<file path="src/rtl/adder_pipe.sv">
// Segmented carry-pipelined adder/subtractor: SEG bits per stage, global stall,
// valid-ready handshake at both ends, carry and signed-overflow flags.
module adder_pipe #(
  parameter int WIDTH = 16,
  parameter int SEG   = 4
) (
  input  logic             clk,
  input  logic             rst,
  input  logic             in_valid,
  output logic             in_ready,
  input  logic [WIDTH-1:0] a,
  input  logic [WIDTH-1:0] b,
  input  logic             cin,
  input  logic             sub,
  output logic             out_valid,
  input  logic             out_ready,
  output logic [WIDTH-1:0] sum,
  output logic             cout,
  output logic             ovf
);

  localparam int STAGES = WIDTH / SEG;

  // Stage k holds the operand set with segments 0..k-1 already summed.
  logic [WIDTH-1:0] a_p   [STAGES];
  logic [WIDTH-1:0] b_p   [STAGES];
  logic [WIDTH-1:0] s_p   [STAGES];
  logic             c_p   [STAGES];
  logic             vld_p [STAGES];

  logic [SEG:0]     seg_p [STAGES];
  logic [WIDTH-1:0] nxt_s [STAGES];
  logic             advance;
  logic             ovf_nxt;

  assign advance  = !out_valid || out_ready;
  assign in_ready = advance;

  function automatic logic signed_ovf(input logic a_msb, input logic b_msb,
                                      input logic s_msb);
    return (a_msb == b_msb) && (s_msb != a_msb);
  endfunction

  always_comb begin
    for (int k = 0; k < STAGES; k++) begin
      seg_p[k] = {1'b0, a_p[k][k*SEG +: SEG]} + {1'b0, b_p[k][k*SEG +: SEG]}
               + {{SEG{1'b0}}, c_p[k]};
      nxt_s[k] = s_p[k];
      nxt_s[k][k*SEG +: SEG] = seg_p[k][SEG-1:0];
    end
    ovf_nxt = signed_ovf(a_p[STAGES-1][WIDTH-1], b_p[STAGES-1][WIDTH-1],
                         nxt_s[STAGES-1][WIDTH-1]);
  end

  // Control: valid bits shift only on advance; reset wins and drops any handshake.
  always_ff @(posedge clk) begin
    if (rst) begin
      for (int k = 0; k < STAGES; k++) vld_p[k] <= 1'b0;
      out_valid <= 1'b0;
      sum       <= '0;
      cout      <= 1'b0;
      ovf       <= 1'b0;
    end else if (advance) begin
      vld_p[0] <= in_valid;
      for (int k = 1; k < STAGES; k++) vld_p[k] <= vld_p[k-1];
      out_valid <= vld_p[STAGES-1];
      // Final stage: top segment plus flags into the output registers.
      if (vld_p[STAGES-1]) begin
        sum  <= nxt_s[STAGES-1];
        cout <= seg_p[STAGES-1][SEG];
        ovf  <= ovf_nxt;
      end
    end
  end

  // Stage 0 captures the effective operands; later stages carry the skewed data.
  always_ff @(posedge clk) begin
    if (advance) begin
      a_p[0] <= a;
      b_p[0] <= sub ? ~b : b;
      c_p[0] <= sub ? 1'b1 : cin;
      s_p[0] <= '0;
      for (int k = 1; k < STAGES; k++) begin
        a_p[k] <= a_p[k-1];
        b_p[k] <= b_p[k-1];
        s_p[k] <= nxt_s[k-1];
        c_p[k] <= seg_p[k-1][SEG];
      end
    end
  end

endmodule

</file>
<file path="config.mk">
export PLATFORM = sky130hd
export DESIGN_NAME = adder_pipe
export DESIGN_NICKNAME = d
export VERILOG_FILES = /design/src/rtl/adder_pipe.sv
export SDC_FILE = /design/constraint.sdc
export NUM_CORES = 1
export LEC_CHECK = 0
export ABC_AREA = 1
export BUFFER_PORTS_ARGS = -buffer_cell sky130_fd_sc_hd__buf_2
export CORE_ASPECT_RATIO = 1.4
export CORE_MARGIN = 4
export CORE_UTILIZATION = 57
export DETAILED_ROUTE_END_ITERATION = 8
export HOLD_SLACK_MARGIN = 0.06
export PLACE_DENSITY_LB_ADDON = 0.1
export RECOVER_POWER = 50
export SYNTH_ARGS = -nofsm -noshare
export SYNTH_HDL_FRONTEND = slang
export SYNTH_SLANG_ARGS = --single-unit
</file>
<file path="constraint.sdc">
create_clock -name clk -period 1.9 [get_ports clk]
set_input_delay 0.095 -clock clk [delete_from_list [all_inputs] [get_ports clk]]
set_output_delay 0.095 -clock clk [all_outputs]
set_load 0.05 [all_outputs]
</file>
==> reports/qor.csv <==
metric,value,unit
numClockSinks,131,
ys_seq_area_share,77.3,%
slew_viol_final,0,
gp_congestion,0.706,
r2r-start,c_p[3]$_DFFE_PN_,
crit_fanout,110,
fillers,525,
yosys.area.top_type,edfxtp_1,
fin_util,74.3,%
clockRootBuffer,clkbuf_16,
postCtsSetupBuffers,0,
min_from,out_ready,
clk_pin_slew,0.05,ns
dr.pass1.iters,4,
clk-insertion-delay-late,0.40,ns
grt_first_pass_wirelength,11.2,mm
ys_types,24,
grt_max_degree,111,
mappedNetlistArea,0.00484,mm²
fp.dieArea,0.0101,mm²
drive_gt1_share,15.8,%
areaGrowthSynthToFinish,26.5,%
preCtsSetupSlack,0.139,ns
ant_nets,0,
cap_viol_max_count,0,
rr_endpoint,cout$_SDFFE_PP0P_,
worst-setup-path-type,flop to output pin,
hp-class,input port to flop,
grt_usage,15.0,%
ys_ff_latch,131,
multi_input_area,967,µm²
max-vdd-ir-drop,0.000864,V
htree_levels,4,
slowest_delay,0.40,ns
hpwl,3.82,mm
p_leak,2.44,nW
die_h,117,µm
worst_slew_pin_slew,0.620,ns
slowest_stage,buf_12,
outcome,"finished, final reports clean",
period_share,94.2,%
fp.dieW,85.9,µm
rrSetupSlack,0.11,ns
whs_path_depth,3,
drc,0,
avgSynthCellArea,16.1,µm²
cts_buffer_depth,2,
netlist.area_leader.share,69.4,%
ys.warnings.count,0,
fmax,0.559,GHz
rsz0062_at_grt,false,
first_global_vias,2537,
diodes,0,
grt_remaining_overflow,0,
initial_core_util,58.7,%
cts_made_buffers,17,
ff_latch_area,0.00374,mm²
fin_ws,0.110,ns
synthesis.nets,359,
holdPathEnd,vld_p[3]$_DFFE_PP_,
maxSlewHeadroom,58.8,%
viasPerCell,4.82,
worstPathRequired,1.80,ns
finalHoldViolCount,0,
cts_tree,done,
port_buffers,57,
syn-instance-count,301,
drt_iter0_markers,126,
critPathBufInv,2,
layout_min_cycle_time,1.79,ns
cp.arrival,1.69,ns
cp_top_family,buffers and inverters,
fin_skew,0.00671,ns
num_rows,39,
critPathLaunchType,flop,
startpoint,out_valid$_SDFFE_PP0N_,
p_per_area,1200,mW/mm²
synth_area_leaders,"edfxtp_1, dfxtp_1, xor2_1, fa_1, ha_1",
wl_per_cell,12.7,µm
ios,58,
tns,0,ns
wl,6.63,mm
coreArea,0.00825,mm²
crit_path_end_kind,output pin,
vias,2510,
finalSetupViolCount,0,
final_net_count,465,
antenna_found_initial,0,
path_cells,nand2_8 > buf_12 > buf_2,
ff2ff_path_depth,6,
-- area by class of cell --
class                   instances  area share [%]
clock inverters                13            2.33
inverters                      25            1.53
multi-input cells             139            15.8
flip-flops and latches        131            61.1
repair buffers                 93            10.1
well taps                     102            2.08
clock buffers                  18            7.00
-- synth_stat cells --
cell / n
dfxtp_1: 19
a21oi_2: 1
fa_1: 8
xor2_1: 19
nand3_2: 1
buf_6: 2
nand2_4: 2
nand2_1: 17
buf_4: 2
inv_1: 23
inv_2: 2
a21oi_1: 10
edfxtp_1: 112
ha_1: 12
o21ai_0: 19
nand3_1: 8
nor2_2: 1
nor2_1: 34
or2_2: 1
buf_2: 1
clkbuf_2: 1
nor3_1: 1
xnor2_1: 4
nor2_4: 1
-- through the flow --
step | instance area, µm² | hold WS (ns) | power [mW] | cells
floorplan | 4850 | 0.157 | 4.11 | 301
global placement | 5240 | 0.272 | 4.23 | 455
CTS | 6160 | 0.169 | 7.46 | 521
global route | 6130 | 0.184 | 7.70 | 521
finish | 6130 | 0.180 | 7.38 | 521
detailed placement | 5240 | 0.273 | 4.28 | 455
-- kinds of logic after synthesis --
kind of cell	count (synthesis)	synth area share, %
flops	131	77.3
fa+ha+maj	20	6.41
buf+inv	31	2.92
simple gates	66	6.04
xor+xnor	23	4.16
compound gates	30	3.18
-- flip-flops by register name, indices dropped and copies added, names as in the netlist --
register	flops
a_p	40
b_p	40
s_p	24
sum	16
c_p	4
vld_p	4
cout	1
out_valid	1
ovf	1
-- worst max path at each step --
stage	cells past startpoint	to	slack, ns
5_1_grt	3	in_ready	0.03
4_1_cts	3	in_ready	0.11
6_report	3	in_ready	0.11
2_1_floorplan	8	sum[15]$_SDFFE_PP0P_	0.20
3_5_place_dp	6	cout$_SDFFE_PP0P_	0.14
3_3_place_gp	6	cout$_SDFFE_PP0P_	0.17
-- report_power, final --
group          leakage, nW  total (mW)  internal, mW  switching [mW]
clock                0.272        3.11          2.02            1.08
sequential            1.34        3.70          3.59           0.112
combinational        0.826       0.573         0.251           0.323
total                 2.44        7.38          5.87            1.52
-- metal layers --
metal / vias to the layer above / part of all wire [%] / routed length, µm / global-route usage [%]
li1: 1263 / - / - / -
met1: 1178 / 40 / 2680 / 16.1
met2: 61 / 52 / 3460 / 25.6
met3: 8 / 5.9 / 392 / 6.37
met4: 0 / 1.6 / 103 / 6.97
met5: - / 0 / 0 / 0
-- tightest hold or removal path: stages --
cell and delay (ns):
buf_2 0.08, inv_2 0.05, nand3_1 0.19
-- cells in the final DEF (no fill, tap or decap), types with 3 or more instances in the layout --
master,count
clkinv_1,4
nor2_1,34
fa_1,8
edfxtp_1,112
buf_2,29
clkbuf_1,28
ha_1,12
a21oi_1,10
xnor2_1,4
xor2_1,19
dfxtp_1,18
nand3_1,8
clkbuf_16,17
o21ai_0,19
inv_1,24
nand2_1,17
clkinv_2,3
dlygate4sd3_1,35
bufinv_16,3
clkinvlp_4,3
-- timing repair --
| action | in CTS | in global routing |
|---|---|---|
| endpoints found under the hold margin | 36 | 0 |
| hold buffers | 35 | 0 |
| gates resized for setup | 0 | 0 |
Note: power is estimated with default switching activity, not from simulation.
